## src/rtl/sd_pkg.sv

```systemverilog
// rtl/sd_pkg.sv - shared types and constants for the SD response receive path
package sd_pkg;

    typedef enum logic [1:0] {
        ST_IDLE,
        ST_WAIT_START,
        ST_RECEIVE,
        ST_DONE
    } sd_rx_state_t;

    localparam int SD_FRAME_BITS = 48;
    localparam logic [6:0] SD_CRC7_POLY = 7'h09;

    // One serial CRC7 step (x^7 + x^3 + 1), MSB-first data
    function automatic logic [6:0] sd_crc7_step(input logic [6:0] crc, input logic bit_in);
        logic fb;
        fb = bit_in ^ crc[6];
        return {crc[5:0], 1'b0} ^ (fb ? SD_CRC7_POLY : 7'h00);
    endfunction

endpackage

```

## src/rtl/sd_crc7.sv

```systemverilog
// rtl/sd_crc7.sv - serial CRC7 accumulator shared by the command transmit and response receive paths
import sd_pkg::*;

module sd_crc7 (
    input  logic       clk,
    input  logic       rst,
    input  logic       clear,
    input  logic       enable,
    input  logic       bit_in,
    output logic [6:0] crc
);

    // clear together with enable restarts from zero and absorbs bit_in in the same cycle
    always_ff @(posedge clk) begin
        if (rst) begin
            crc <= 7'h00;
        end else if (enable) begin
            crc <= sd_crc7_step(clear ? 7'h00 : crc, bit_in);
        end else if (clear) begin
            crc <= 7'h00;
        end
    end

endmodule

```

## src/rtl/sd_resp_rx.sv

```systemverilog
// rtl/sd_resp_rx.sv - 48-bit SD response receiver with framing, CRC7 and NCR timeout checks
import sd_pkg::*;

module sd_resp_rx #(
    parameter int TIMEOUT   = 64,
    parameter bit CHECK_CRC = 1'b1
) (
    input  logic        clk,
    input  logic        rst,
    input  logic        arm,
    input  logic        shift_enable,
    input  logic        serial_in,
    output logic        busy,
    output logic        rx_valid,
    output logic [5:0]  cmd_index,
    output logic [31:0] payload,
    output logic        crc_error,
    output logic        frame_error,
    output logic        timeout
);

    localparam logic [5:0] TMO_LAST = 6'(TIMEOUT - 1);
    localparam int         HOLD_W   = SD_FRAME_BITS - 2;

    sd_rx_state_t state, state_next;

    // cnt counts idle strobes in WAIT_START and remaining frame bits in RECEIVE
    logic [5:0]        cnt;
    // Frame bits 46..1 are stored; bit 0 (end bit) is taken live from serial_in on the last strobe,
    // so together they form the 47 bits following the start bit.
    logic [HOLD_W-1:0] shreg;
    logic [46:0]       frame_next;
    logic              timeout_q;
    logic [5:0]        cmd_q;
    logic [31:0]       payload_q;
    logic              crc_err_q;
    logic              frame_err_q;
    logic [6:0]        crc_calc;

    logic start_hit;
    logic tmo_hit;
    logic last_bit;
    logic crc_clear;
    logic crc_enable;

    assign frame_next = {shreg, serial_in};
    assign start_hit  = (state == ST_WAIT_START) && shift_enable && !timeout_q && !serial_in;
    assign tmo_hit    = (state == ST_WAIT_START) && shift_enable && !timeout_q && serial_in
                        && (cnt == TMO_LAST);
    assign last_bit   = (state == ST_RECEIVE) && shift_enable && (cnt == 6'd0);
    assign crc_clear  = start_hit;
    assign crc_enable = start_hit || ((state == ST_RECEIVE) && shift_enable && (cnt >= 6'd8));

    sd_crc7 u_crc7 (
        .clk    (clk),
        .rst    (rst),
        .clear  (crc_clear),
        .enable (crc_enable),
        .bit_in (serial_in),
        .crc    (crc_calc)
    );

    // State register
    always_ff @(posedge clk) begin
        if (rst) begin
            state <= ST_IDLE;
        end else begin
            state <= state_next;
        end
    end

    // Next-state logic; the timeout pulse cycle stays in WAIT_START so busy spans it
    always_comb begin
        state_next = state;
        case (state)
            ST_IDLE: begin
                if (arm) state_next = ST_WAIT_START;
            end
            ST_WAIT_START: begin
                if (timeout_q)      state_next = ST_IDLE;
                else if (start_hit) state_next = ST_RECEIVE;
            end
            ST_RECEIVE: begin
                if (last_bit) state_next = ST_DONE;
            end
            ST_DONE: begin
                state_next = ST_IDLE;
            end
            default: state_next = ST_IDLE;
        endcase
    end

    // Status outputs decoded from the state register only
    always_comb begin
        busy     = 1'b0;
        rx_valid = 1'b0;
        busy     = (state != ST_IDLE);
        rx_valid = (state == ST_DONE);
    end

    // Counter, shift register, timeout pulse and result registers
    always_ff @(posedge clk) begin
        if (rst) begin
            cnt         <= 6'd0;
            shreg       <= '0;
            timeout_q   <= 1'b0;
            cmd_q       <= 6'd0;
            payload_q   <= 32'd0;
            crc_err_q   <= 1'b0;
            frame_err_q <= 1'b0;
        end else begin
            timeout_q <= tmo_hit;
            case (state)
                ST_IDLE: begin
                    if (arm) cnt <= 6'd0;
                end
                ST_WAIT_START: begin
                    if (shift_enable && !timeout_q) begin
                        if (!serial_in) cnt <= 6'd46;
                        else            cnt <= cnt + 6'd1;
                    end
                end
                ST_RECEIVE: begin
                    if (shift_enable) begin
                        shreg <= frame_next[HOLD_W-1:0];
                        cnt   <= cnt - 6'd1;
                        if (cnt == 6'd0) begin
                            cmd_q       <= frame_next[45:40];
                            payload_q   <= frame_next[39:8];
                            crc_err_q   <= (CHECK_CRC != 1'b0) && (frame_next[7:1] != crc_calc);
                            frame_err_q <= frame_next[46] || !frame_next[0];
                        end
                    end
                end
                default: ;
            endcase
        end
    end

    assign cmd_index   = cmd_q;
    assign payload     = payload_q;
    assign crc_error   = crc_err_q;
    assign frame_error = frame_err_q;
    assign timeout     = timeout_q;

endmodule
```

## config.mk

```make
export PLATFORM = sky130hd
export DESIGN_NAME = sd_resp_rx
export DESIGN_NICKNAME = d
export VERILOG_FILES = /design/src/rtl/sd_pkg.sv /design/src/rtl/sd_crc7.sv /design/src/rtl/sd_resp_rx.sv
export SDC_FILE = /design/constraint.sdc
export NUM_CORES = 1
export LEC_CHECK = 0
export BUFFER_PORTS_ARGS = -buffer_cell sky130_fd_sc_hd__buf_2
export CORE_AREA = 2 2 90 92
export DETAILED_ROUTE_END_ITERATION = 7
export DIE_AREA = 0 0 92 94
export HOLD_SLACK_MARGIN = 0.06
export PLACE_DENSITY = 0.73
export SETUP_SLACK_MARGIN = 0.02
export SYNTH_ARGS = -nofsm -noshare
export SYNTH_HDL_FRONTEND = slang
export SYNTH_SLANG_ARGS = --single-unit
```

## constraint.sdc

```tcl
create_clock -name clk -period 2.2 [get_ports clk]
set_input_delay 0.22 -clock clk [delete_from_list [all_inputs] [get_ports clk]]
set_output_delay 0.22 -clock clk [all_outputs]
set_load 0.05 [all_outputs]
```

# Word-level counts from Yosys, hierarchy flattened
# Cells that the tools add are included.
word_totals:
  word_cells: 58
  ff_bits: 102
  input_bits: 5
classes:
  add_sub_neg: 2
  order_cmp: 1
  n_mux: 13
  n_eq_ne: 10
  bitwise_logic: 2
  n_reduce_logical: 21
ops:
  columns: ["op", "n"]
  rows:
  - ["$mux 6", 4]
  - ["$pmux 6 s3", 1]
  - ["$mux 7", 2]
  - ["$logic_and 1x1->1", 9]
  - ["$mux 2", 4]
  - ["$pmux 2 s4", 1]
  - ["$ne 7x7->1", 1]
  - ["$xor 7x7->7", 1]
  - ["$add 6x1->6 const B", 1]
  - ["$eq 6x6->1 const B", 1]
  - ["$ge 6x4->1 const B", 1]
  - ["$logic_not 6->1", 1]
  - ["$ne 2x2->1 const B", 3]
  - ["$reduce_and 3->1", 2]
  - ["$sub 6x1->6 const B", 1]
  - ["$eq 2x2->1 const B", 2]
  - ["$mux 4", 1]
  - ["$reduce_and 4->1", 1]
  - ["$ne 3x3->1 const B", 1]
  - ["$reduce_bool 3->1", 1]
  - ["$eq 2x1->1 const B", 1]
  - ["$logic_not 1->1", 2]
  - ["$logic_not 2->1", 1]
  - ["$logic_or 1x1->1", 2]
  - ["4 further kinds", 4]

# Longest topological paths before layout
depth:
  word_depth: 9
  ltp_mapped: 9

# Cells and area by module
# Synthesis repeated with hierarchy kept, for this count alone.
hier_totals:
  cells_unflattened: 517
  area_unflattened_um2: 4146.5
modules_own_cells:
  columns: ["mod", "seq_area_each_um2", "n_inst", "area_per_inst_um2", "cells_each"]
  rows:
  - ["sd_resp_rx", 1901.8, 1, 3819.9, 483]
  - ["sd_crc7", 140.1, 1, 326.6, 34]

# Worst setup path after synthesis
# No wires, ideal clock.
synth_path:
  path_kind: "flip-flop to flip-flop"
  start: "register state[0]"
  end: "register cnt[3]"
  setup_time_ns: 0.117
  arrival_time_ns: 1.767
  path_slack_ns: 0.315
  path_stages_with_launch: 8
  period_less_slack_ns: 1.885
  path_cell_list: "dfxtp_1 > inv_1 > ha_1 > buf_2 > o21ba_2 > a2111oi_4 > o21ai_0 > a32o_1"
synth_via:
  elab_chain_len: 3
  elab_cells_between_ends: 9
synth_rtl:
  columns: ["item", "line_no", "source"]
  rows:
  - ["from (decl)", "sd_resp_rx.sv:25", "sd_rx_state_t state, state_next;"]
  - ["from (signal assigned)", "sd_resp_rx.sv:68", "state <= state_next;"]
  - ["$eq 2x1->1, or another cell as far along", "sd_resp_rx.sv:113", "case (state)"]
  - ["$ne 2x1->1 (no line), or another cell as far along", null, null]
  - ["$reduce_and 4->1 (no line)", null, null]
  - ["to (signal assigned)", "sd_resp_rx.sv:120", "else cnt <= cnt + 6'd1;"]
  - ["to (signal assigned)", "sd_resp_rx.sv:126", "cnt <= cnt - 6'd1;"]
  - ["to (decl)", "sd_resp_rx.sv:28", "logic [5:0] cnt;"]
# Several ways; a longest one is shown, not always the timed one.
# A chain may end at the register's enable or synchronous reset.

# Worst setup path after layout
layout_path:
  start: "register state[0]"
  end: "register cnt[0]"
# The elaborated chain is that of the path after synthesis.

==> metrics <==
hold crit path type=input port to flop; gr usage total=between 20% and 30%; Port Buffers=47; Detailed Route WL=8490 um; Min Clock Period, post-route=1.98 ns; worst-case clock skew=0.0187 ns; WS Path Type=flop to flop; Synth Cell Area=around 4000 sq um; die width=92 um; fin nets=553; Power Density=753 nW/um^2; CTS tree=built; crit path launch type=flop; number of DRC markers in iteration 0=between 150 and 200; number of global-route vias before repair=3106; GPL Wtd Cong=roughly 0.9; post-route setup TNS=0 ns; Avg Cell Area, Syn=8.00 sq um; ANT cells=0; Comb pwr share=12.6%; CP max-delay cell=dfxtp_1; wire length on met1=4040 um; Die H=94 um; Inserted Clock Buffers=9; DR WL met2=3990 um; Hold-fix buffers, CTS=0; RSZ-0062 raised after global routing=no; layout cells sized above 1=~15%; Starting Density=53.5%; CP endpoint kind=flop; post-synthesis sequential area ratio=approximately 50%; CTS clk-pin slew, worst paths=around 0.11 ns; cts repair resizes=0; total power=3.44 mW; initial antenna violation count=0; Clk network pwr share=between 30 and 40%; Final Cycle Share=89.8%; Placed Cells=633; Worst VDD drop=around 0.42 mV; postcts setup bufs=0; vias=3429; Via density=5.28; Max-cap violations=0; first-pass GRT wire length=14200 um; Post-synth EDFFs=0; Skew-Pair Late Insertion Delay=0.36 ns; Yosys reg bits=102; crit path DAT=2.21 ns; Synth Instances=509; post-route cell area=4570 sq um; status=finished clean; DR top layer=met4; Post-synth ARST share=0%; Yosys warning total=0; Hold Violations, Final=0; clock root buffer=clkbuf_8; Core Footprint=around 7600 sq um; Final Instance Count excl. Fillers=649; largest net degree at the start of global routing=47; Leak=1.71 nW; Ports=48; Setup violations, final=0; P_int=2.47 mW; Flop pwr share=54.8%; placed inst area=4380 sq um; CP peak stage delay=about 0.43 ns; Slew headroom=67.9%; peak fanout along the critical path=10; met3 WL=428 um; Pre-Repair DR Iteration Count=5; Slew @ Worst Pin=around 0.48 ns; Synth Net Count=520; Netlist cell types=between 40 and 50; max-slew violation count=0; Switching Fraction=28.2%; HPWL Detailed=5550 um; H-tree depth=3; critical path cell sequence=inv_1, ha_1, o21ba_2, a2111oi_4, buf_4, mux2i_1, nor2_1; Area growth syn-to-layout=12.3%; Post-DRT Antenna Nets=0; fmax=roughly 510 MHz; Worst Path Required=around 2.4 ns; Psw=roughly 0.97 mW; per-cell routed wire length=~13 um; Clock Sinks=102; CTS Buffer Depth=2; overflow left after global routing=0; Main synth FF type=dfxtp_1; Post-route DRC=0; die area=8650 sq um; row cnt=32
per-stage QoR:
| stage | hold slack [ns] | utilization, % | setup slack, ns |
|---|---|---|---|
| finish | 0.158 | 60.1 | 0.224 |
| global route | 0.169 | 60.1 | 0.0845 |
| CTS | 0.144 | 60.1 | 0.241 |
| detailed placement | 0.444 | 57.5 | 0.272 |
| global placement | 0.441 | 57.5 | 0.316 |
| floorplan | 0.379 | - | 0.315 |
layer usage:
layer / vias up / global-route usage [%]
met5: - / 0
met4: 0 / 5.60
met3: 4 / 4.17
met2: 73 / 33.3
met1: 1599 / 26.8
li1: 1753 / -
power groups by stage:
stage | registers, mW | clock network, mW | logic, mW
floorplan | 1.92 | 0 | 0.322
global placement | 1.93 | 0 | 0.428
detailed placement | 1.93 | 0 | 0.428
CTS | 1.89 | 1.16 | 0.430
global route | 1.89 | 1.23 | 0.477
finish | 1.89 | 1.12 | 0.434
kinds of logic after synthesis:
kind of cell               Yosys count  share of synthesized area, %
adders and majority gates            6                          1.84
muxes                                6                          1.48
AOI/OAI and AO/OA                  122                          17.4
DFF                                102                          50.2
buffers and inverters               43                          4.52
xor gates and xnor gates             8                          1.72
and+or+nand+nor                    222                          22.9
flip-flops by register name (all words and copies together) (netlist names), 6 cells and up, named ones only:
signal	count
cnt	6
u_crc7.crc	7
shreg	46
payload	32
cmd_index	6
critical path: cells and delay by family, from the launching register on:
kind                       cells  cell delay, ns
AOI/OAI and AO/OA              2            0.50
adders and majority gates      1            0.34
buffers and inverters          2            0.32
DFF                            1            0.43
muxes                          1            0.20
and+or+nand+nor                1            0.05
cells in the mapped netlist (2+ instances only):
master / number / area (sq um)
and3_1: 2 / 12.5
nand3_1: 5 / 25.0
nand2b_1: 6 / 37.5
o211ai_1: 2 / 15.0
a31oi_1: 3 / 18.8
a32o_1: 2 / 20.0
clkbuf_1: 19 / 71.3
nor3b_1: 3 / 22.5
nor2_1: 11 / 41.3
a21oi_1: 91 / 455
xor2_1: 7 / 61.3
dfxtp_1: 102 / 2040
buf_2: 9 / 45.0
nand3b_1: 2 / 15.0
inv_1: 9 / 33.8
and2_1: 2 / 12.5
a211oi_1: 2 / 15.0
ha_1: 6 / 75.1
nor4_1: 2 / 12.5
mux2i_1: 6 / 60.1
nor2b_1: 3 / 18.8
nor3_1: 4 / 20.0
o21ai_0: 9 / 45.0
buf_1: 4 / 15.0
nand2_1: 175 / 657
cells in the final DEF (no fill, tap or decap), drive strengths merged, types with 2 or more instances in the layout:
master / Yosys / routed
clkbuf: 19 / 10
nor4: 2 / 2
nand2b: 6 / 6
a211oi: 2 / 2
nor2: 11 / 11
nand3b: 2 / 2
buf: 15 / 56
and2: 2 / 2
dfxtp: 102 / 102
or3: 2 / 2
and3: 2 / 2
a31oi: 3 / 3
mux2i: 6 / 6
inv: 9 / 11
a32o: 2 / 2
nand3: 5 / 5
nor2b: 3 / 3
nor3: 4 / 4
nor3b: 3 / 3
nand2: 175 / 175
a21oi: 91 / 91
clkinv: 0 / 3
or2: 2 / 2
xor2: 7 / 7
o21ai: 9 / 9
o211ai: 2 / 2
ha: 6 / 6
worst paths after layout:
check	slack (ns)	cells past startpoint	from	to
max	0.22	7	state[0]$_SDFFE_PP0P_	cnt[0]$_SDFFE_PP0P_
min	0.16	2	rst	cnt[4]$_SDFFE_PP0P_
max reg2reg	0.22	7	state[0]$_SDFFE_PP0P_	cnt[0]$_SDFFE_PP0P_
min reg2reg	0.46	2	payload[20]$_SDFFE_PP0P_	payload[20]$_SDFFE_PP0P_
cell type report:
cell class	count	area (sq um)
clock inverter	6	55.1
clock buffer	10	138
timing repair buffer	56	328
inverter	9	33.8
tap	102	128
fill	715	3040
multi-input combinational	364	1850
sequential	102	2040
Note: power is estimated with default switching activity, not from simulation.
